--- config.mk ---
export PLATFORM = sky130hd
export DESIGN_NAME = lead_one_detector_pipe
export DESIGN_NICKNAME = d
export VERILOG_FILES = /design/src/rtl/lod_pkg.sv /design/src/rtl/lod_group4.sv /design/src/rtl/lead_one_detector_pipe.sv
export SDC_FILE = /design/constraint.sdc
export NUM_CORES = 1
export LEC_CHECK = 0
export ABC_AREA = 1
export BUFFER_PORTS_ARGS = -buffer_cell sky130_fd_sc_hd__clkbuf_2
export CORE_ASPECT_RATIO = 0.8
export CORE_MARGIN = 1.5
export CORE_UTILIZATION = 46
export CTS_BUF_LIST = sky130_fd_sc_hd__clkbuf_8 sky130_fd_sc_hd__clkbuf_16
export CTS_CLUSTER_DIAMETER = 30
export DETAILED_ROUTE_END_ITERATION = 16
export GPL_TIMING_DRIVEN = 0
export PLACE_DENSITY_LB_ADDON = 0.12
export SYNTH_ARGS = -nofsm -noshare
export SYNTH_HDL_FRONTEND = slang
export SYNTH_SLANG_ARGS = --single-unit
--- constraint.sdc ---
create_clock -name clk -period 1.6 [get_ports clk]
set_clock_uncertainty 0.1 [all_clocks]
set_input_delay 0.08 -clock clk [delete_from_list [all_inputs] [get_ports clk]]
set_output_delay 0.08 -clock clk [all_outputs]
set_load 0.005 [all_outputs]
--- src/rtl/lod_pkg.sv ---
// Shared constants and helpers for the pipelined leading/trailing-one detector.
package lod_pkg;

    localparam logic LOD_MODE_LEAD  = 1'b0;
    localparam logic LOD_MODE_TRAIL = 1'b1;

    localparam int unsigned LOD_GROUP = 4;

    function automatic int unsigned clog2(input int unsigned value);
        int unsigned v;
        int unsigned r;
        v = value - 1;
        r = 0;
        while (v > 0) begin
            v = v >> 1;
            r = r + 1;
        end
        return r;
    endfunction

endpackage

--- src/rtl/lod_group4.sv ---
// Combinational 4-bit encoder: reports any-set and the local index of the first one.
module lod_group4
    import lod_pkg::*;
(
    input  logic [3:0] i_slice,
    input  logic       i_mode,
    output logic       o_any,
    output logic [1:0] o_idx
);

    always_comb begin
        o_any = |i_slice;
        o_idx = 2'd0;
        if (i_mode == LOD_MODE_LEAD) begin
            casez (i_slice)
                4'b1???: o_idx = 2'd3;
                4'b01??: o_idx = 2'd2;
                4'b001?: o_idx = 2'd1;
                default: o_idx = 2'd0;
            endcase
        end else begin
            casez (i_slice)
                4'b???1: o_idx = 2'd0;
                4'b??10: o_idx = 2'd1;
                4'b?100: o_idx = 2'd2;
                4'b1000: o_idx = 2'd3;
                default: o_idx = 2'd0;
            endcase
        end
    end

endmodule

--- src/rtl/lead_one_detector_pipe.sv ---
// Two-stage pipelined leading/trailing-one detector with valid/ready on both sides.
// Stage 1 registers per-group encodings; stage 2 picks the winning group and forms position/count.
module lead_one_detector_pipe
    import lod_pkg::*;
#(
    parameter  int unsigned WIDTH = 24,
    localparam int unsigned PW    = clog2(WIDTH),
    localparam int unsigned CW    = clog2(WIDTH + 1)
) (
    input  logic             clk,
    input  logic             rst_n,
    input  logic             flush,
    input  logic             in_valid,
    output logic             in_ready,
    input  logic [WIDTH-1:0] in_number,
    input  logic             in_prev_validity,
    input  logic             in_mode,
    output logic             out_valid,
    input  logic             out_ready,
    output logic [PW-1:0]    out_position,
    output logic [CW-1:0]    out_count,
    output logic             out_validity
);

    localparam int unsigned NG = WIDTH / LOD_GROUP;

    logic [NG-1:0]      w_any;
    logic [NG-1:0][1:0] w_idx;

    logic [NG-1:0]      r_any;
    logic [NG-1:0][1:0] r_idx;
    logic               r_prev;
    logic               r_mode;
    logic               r_s1_valid;

    logic               r_out_valid;
    logic [PW-1:0]      r_out_position;
    logic [CW-1:0]      r_out_count;
    logic               r_out_validity;

    logic               w_s2_adv;
    logic               w_s1_adv;
    logic               w_found;
    logic [PW-1:0]      w_scan_pos;
    logic               w_res_valid;
    logic [PW-1:0]      w_res_pos;
    logic [CW-1:0]      w_res_cnt;

    for (genvar g = 0; g < NG; g++) begin : g_grp
        lod_group4 u_grp (
            .i_slice (in_number[g*LOD_GROUP +: LOD_GROUP]),
            .i_mode  (in_mode),
            .o_any   (w_any[g]),
            .o_idx   (w_idx[g])
        );
    end

    assign w_s2_adv = !r_out_valid || out_ready;
    assign w_s1_adv = !r_s1_valid || w_s2_adv;
    assign in_ready = w_s1_adv && !flush;

    // Stage 1 data needs no reset: it is only consumed when r_s1_valid is set.
    always_ff @(posedge clk) begin
        if (w_s1_adv) begin
            r_any  <= w_any;
            r_idx  <= w_idx;
            r_prev <= in_prev_validity;
            r_mode <= in_mode;
        end
    end

    always_ff @(posedge clk or negedge rst_n) begin
        if (!rst_n) begin
            r_s1_valid <= 1'b0;
        end else if (flush) begin
            r_s1_valid <= 1'b0;
        end else if (w_s1_adv) begin
            r_s1_valid <= in_valid;
        end
    end

    // Later hits overwrite earlier ones, so scan order decides highest vs lowest group.
    always_comb begin
        w_found    = 1'b0;
        w_scan_pos = '0;
        if (r_mode == LOD_MODE_LEAD) begin
            for (int g = 0; g < int'(NG); g++) begin
                if (r_any[g]) begin
                    w_found    = 1'b1;
                    w_scan_pos = PW'(unsigned'(g) * LOD_GROUP) + PW'(r_idx[g]);
                end
            end
        end else begin
            for (int g = int'(NG) - 1; g >= 0; g--) begin
                if (r_any[g]) begin
                    w_found    = 1'b1;
                    w_scan_pos = PW'(unsigned'(g) * LOD_GROUP) + PW'(r_idx[g]);
                end
            end
        end
    end

    always_comb begin
        w_res_valid = w_found && r_prev;
        w_res_pos   = '0;
        w_res_cnt   = CW'(WIDTH);
        if (w_res_valid) begin
            w_res_pos = w_scan_pos;
            if (r_mode == LOD_MODE_LEAD) begin
                w_res_cnt = CW'(WIDTH - 1) - CW'(w_scan_pos);
            end else begin
                w_res_cnt = CW'(w_scan_pos);
            end
        end
    end

    // Data is zeroed whenever the stage empties so idle outputs always read 0.
    always_ff @(posedge clk or negedge rst_n) begin
        if (!rst_n) begin
            r_out_valid    <= 1'b0;
            r_out_position <= '0;
            r_out_count    <= '0;
            r_out_validity <= 1'b0;
        end else if (flush) begin
            r_out_valid    <= 1'b0;
            r_out_position <= '0;
            r_out_count    <= '0;
            r_out_validity <= 1'b0;
        end else if (w_s2_adv) begin
            r_out_valid <= r_s1_valid;
            if (r_s1_valid) begin
                r_out_position <= w_res_pos;
                r_out_count    <= w_res_cnt;
                r_out_validity <= w_res_valid;
            end else begin
                r_out_position <= '0;
                r_out_count    <= '0;
                r_out_validity <= 1'b0;
            end
        end
    end

    assign out_valid    = r_out_valid;
    assign out_position = r_out_position;
    assign out_count    = r_out_count;
    assign out_validity = r_out_validity;

endmodule

After elaboration in Yosys (flattened, before gate mapping)
Cells that the tools add are included.

Register bits after elaboration: 33. Bits in latches: 0. Memory bits (writable): 0. ROM bits: 0. Output and inout bits: 13. Word-level logic and storage cells: 125. Memories: 0.

$add $sub $neg: 6. Multipliers: 0. Div/mod/pow operators: 0. $lt $le $gt $ge: 0. Equal/unequal tests: 30. Shift-type cells: 0. Multiplexer cells: 60. Bitwise logic cells: 0. Reduce and logical (&&, ||, !) cells: 15.

Operator list (count): two-way mux 5 bit (21); one-hot mux 2 bit (3 select lines) (12); == test 4 bit, second input constant (6); OR reduction 4 bit (6); two-way mux 1 bit (20); == test 3 x 1 -> 1 bit, second input constant (6); == test 3 bit, second input constant (6); two-way mux 2 bit (7); == test 2 x 1 -> 1 bit, second input constant (6); == test 2 bit, second input constant (6); adder 4 x 2 -> 5 bit, first input constant (2); adder 5 x 2 -> 5 bit, first input constant (2); subtractor 5 bit, first input constant (1); adder 3 x 2 -> 4 bit, first input constant (1); nonzero test 2 bit (2); zero test 1 bit (3); logical AND 1 bit (2); logical OR 1 bit (2).

Logic depth before layout (Yosys ltp)
Depth in word-level cells: 14. Gate-level depth with buffers: 12. Depth with buffers taken out: 11.

By module
Synthesis repeated with hierarchy kept, for this count alone.

Cells, all modules: 252. Area total of the unflattened synthesis: 1869.3 um^2.

Modules (own cells, without submodules): lead_one_detector_pipe (instances 1, cells each 168, area each 1508.9 um^2); lod_group4 (instances 6, cells each 14, area each 60.1 um^2).

Worst setup path before layout
No wires, ideal clock.

Kind: reg-to-reg. Start point: register r_out_valid, in the netlist out_valid. End point: register r_any[0] (enable). Data arrival time: 881 ps. Required time: 1036 ps. Slack: 156 ps. Cell stages (with the launch flop): 2. Path buffers: 0. Path through: dfrtp_1 > nand3_1.

Cells in the longest elaborated chain, start to end: 3.

RTL lines: start: declaration (RTL line lead_one_detector_pipe.sv:36) `logic r_out_valid;`; start signal: assignment (RTL line lead_one_detector_pipe.sv:130) `r_out_valid <= r_s1_valid;`; zero test 1 bit (RTL line lead_one_detector_pipe.sv:58) `assign w_s2_adv = !r_out_valid || out_ready;`; logical OR 1 bit (RTL line lead_one_detector_pipe.sv:58); logical OR 1 bit (RTL line lead_one_detector_pipe.sv:59) `assign w_s1_adv = !r_s1_valid || w_s2_adv;`; named net w_s1_adv (RTL line lead_one_detector_pipe.sv:42) `logic w_s1_adv;`; end signal: assignment (RTL line lead_one_detector_pipe.sv:65) `r_any <= w_any;`; end: declaration (RTL line lead_one_detector_pipe.sv:30) `logic [NG-1:0] r_any;`.

The timed path passes the listed nets, and every way through them passes these cells. A chain may end at the register's enable or synchronous reset.

Final worst setup path
Start point: input in_number[11]. End point: register r_any[2] (data pin).

Cells in the longest elaborated chain, start to end: 1.

RTL lines: start: declaration (RTL line lead_one_detector_pipe.sv:15) `input logic [WIDTH-1:0] in_number,`; OR reduction 4 bit (RTL line lod_group4.sv:12) `o_any = |i_slice;`; named net g_grp[2].u_grp.o_any (RTL line lod_group4.sv:7) `output logic o_any,`.

The timed path passes the listed nets, and every way through them passes these cells.

==> out/metrics.csv <==
stage,metric,value,unit
critical_path,CP Class,input port to flip-flop,
grt,vias in the first global route,1593,
logic_synthesis,top cell type's share of synthesized area,33.6,%
logic_synthesis,Synth Area in Compound Gates,13.6,%
floorplanning,starting density of the core,47.7,%
timing,Worst Tran Pin Value,0.446,ns
timing,Final Critical Period,1.55,ns
route,Initial DRC Count,113,
finish,Non-Filler Instances,350,
grt,Total GRT Usage,20.6,%
logic_synthesis,"Top FF cell, synth",edfxtp_1,
logic_synthesis,Synth Area in Simple Gates,27.6,%
finish,Synth-to-Final Area Change,36.9,%
finish,fraction of layout cells with a size suffix above 1,22.5,%
route,First-pass DRT Iterations,4,
timing,Slew Limit Fails,0,
power,Leakage,1.23,nW
grt,gr ovfl total,0,
route,vias per cell,4.81,
power,pwr dens,767,mW/mm2
route,Final ANT Viol Nets,0,
floorplanning,Rows,20,
worst_hold_path,worst min path class,input port to flip-flop,
clock_network,maximum clock insertion buffer count,2,
finish,Sequential Area,926,um2
placement,GPL Wtd Cong,0.865,
placement,pre-CTS WS,-0.134,ns
power,combinational share of power,14.9,%
critical_path,Worst EP arrival,1.48,ns
clock_network,"Clk pin slew, worst setup/hold paths",0.07,ns
power,internal power,1.43,mW
power,maximum vdd drop,573,uV
clock_network,H-tree depth reported by CTS,2,
route,DRT Wirelength,3730,um
power,clock share of power,33.0,%
finish,Antenna diodes,0,
floorplanning,DIE HEIGHT,58.8,um
finish,final instance area,0.00245,mm2
critical_path,Max Fanout on Critical Path,2,
timing,RSZ-0062 raised after global routing,no,
logic_synthesis,mean post-synth cell area,7.88,um2
floorplanning,core area,0.00375,mm2
placement,DP HPWL,2680,um
timing,PnR worst setup slack,0.0518,ns
clock_network,TritonCTS clock tree,yes,
power,sw frac,24.0,%
logic_synthesis,net count after synthesis,258,
run,max_cap viols,0,
finish,Layout Nets,336,
logic_synthesis,Synth Area in XOR/XNOR,0,%
logic_synthesis,yosys warns,0,
critical_path,crit path launch type,input port,
logic_synthesis,post-synthesis cell count,227,
timing,WHS,0.0106,ns
logic_synthesis,"Distinct cells, synth",23,
critical_path,Setup crit end kind,flip-flop,
logic_synthesis,fraction of registers with async set/reset,39.4,%
logic_synthesis,"EDFF count, synth",20,
logic_synthesis,largest family of logic cells by synthesized area,simple AND/OR/NAND/NOR gates,
floorplanning,die area,0.00428,mm2
logic_synthesis,"top cells by area, synth","edfxtp_1 (34%), dfrtp_1 (18%), nand2_1 (16%), a21oi_1 (6.4%), nor2_1 (5.9%)",
logic_synthesis,mux contribution to synthesized area,0,%
logic_synthesis,Post-synth top cells,"nand2_1 (78), nor2_1 (28), a21oi_1 (23), inv_1 (23), edfxtp_1 (20)",
power,sequential fraction of design power,52.1,%
critical_path,"setup slack, reg-to-reg",0.14,ns
clock_network,root buffer cell,clkbuf_8,
logic_synthesis,"area leader, netlist",edfxtp_1,
floorplanning,Top Ports,44,
clock_network,Clock Latency Late Sink,0.28,ns
clock_network,clock sink count,33,
logic_synthesis,sequential element share of the synthesized area,51.7,%
placement,port bufs,43,
power,final total power,1.88,mW
logic_synthesis,Synth Register Bits,33,
power,Psw,451,uW
finish,Multi-input gate area,759,um2
logic_synthesis,most frequent cell after synthesis,nand2_1,
clock_network,CTS buffer count,5,
placement,Placed Cells incl. Taps,314,
critical_path,Critical Path RT,1.53,ns
floorplanning,Die Width,72.7,um
timing,endpoints failing setup,0,
grt,first-pass GRT wire length,6690,um
logic_synthesis,post-synthesis adder-cell area fraction,0,%
placement,Post-DP Area,0.00206,mm2
route,DR vias,1683,
grt,largest net degree at the start of global routing,23,
status,status,completed,
finish,fillers,337,
route,WL/cell,10.6,um
timing,fin crit share,96.8,%
grt,initial antenna violation count,0,
logic_synthesis,Netlist Area Pre-Place,0.00179,mm2
timing,FMAX,0.646,GHz
route,DRC,0,
timing,Final Hold Violating Endpoints,0,
timing,Slew headroom,70.2,%
## metal layers
| layer | part of all wire, % | wire (um) | track usage (%) | vias to the layer above |
|---|---|---|---|---|
| met5 | 0 | 0 | 0 | - |
| met4 | 1.3 | 48 | 8.09 | 0 |
| met1 | 49 | 1810 | 28.6 | 738 |
| met3 | 4.8 | 180 | 4.28 | 7 |
| met2 | 45 | 1690 | 31.8 | 46 |
| li1 | - | - | - | 892 |
## final timing paths
check | from | to | cells past startpoint
max in group asynchronous | rst_n | out_position[3]$_DFFE_PN0P_ | 2
hold / removal | in_number[18] | r_any[4]$_DFFE_PP_ | 3
hold reg to reg | out_count[1]$_DFFE_PN0P_ | out_count[1]$_DFFE_PN0P_ | 2
setup reg to reg | r_any[2]$_DFFE_PP_ | out_count[0]$_DFFE_PN0P_ | 8
min in group asynchronous | rst_n | out_count[0]$_DFFE_PN0P_ | 2
setup / recovery | in_number[11] | r_any[2]$_DFFE_PP_ | 5
## power by group through the flow
| stage | Clock [mW] | Combinational (mW) | Sequential (mW) |
|---|---|---|---|
| floorplan | 0 | 0.136 | 0.989 |
| global placement | 0 | 0.223 | 0.993 |
| detailed placement | 0 | 0.223 | 0.995 |
| CTS | 0.638 | 0.274 | 0.979 |
| global route | 0.676 | 0.323 | 0.984 |
| finish | 0.620 | 0.280 | 0.978 |
## cell families after synthesis
logic type,count (synthesis)
flip-flops,33
AO/OA/AOI/OAI,41
AND/OR/NAND/NOR,120
buffers and inverters,33
## layout by cell type (no fill, tap or decap), drive strengths merged, types with 8 or more instances in the layout
cell,instances
dlygate4sd3,26
a21oi,25
inv,30
dfrtp,13
nand2,79
o21ai,8
clkbuf,51
nor2,31
nand3,9
edfxtp,20
## per-stage QoR
step	setup TNS [ns]	util (%)
2_1_floorplan	0	-
3_3_place_gp	-2.13	54.9
3_5_place_dp	-2.83	54.9
4_1_cts	0	64.5
5_1_grt	0	65.3
6_report	0	65.3
## critical path, cell delays in order
cell	delay, ns
dlygate4sd3_1	0.54
clkbuf_2	0.12
nor2_2	0.12
dlygate4sd3_1	0.57
nand2_1	0.05
## timing repair
| action | in CTS | in global routing |
|---|---|---|
| resized for setup | 2 | 4 |
| buffers inserted | 0 | 2 |
| hold buffers | 26 | 0 |
| setup endpoints to repair | 22 | 5 |
| pin swaps | 0 | 1 |
| gates cloned | 0 | 0 |
| hold endpoints to repair | 24 | 0 |
## sequential cells by signal (all words and copies together), names as in the netlist, 5 cells and up
signal        flops
r_idx            12
r_any             6
out_position      5
out_count         5
## cell type report
class | count | area share, %
plain buffers | 4 | 0.715
clock buffers | 6 | 3.37
clock inverters | 2 | 0.306
inverters | 29 | 4.55
multi-input cells | 161 | 31.0
flip-flops and latches | 33 | 37.8
well taps | 44 | 2.25
repair buffers | 71 | 20.0
Power figures use the tool's default switching activity.
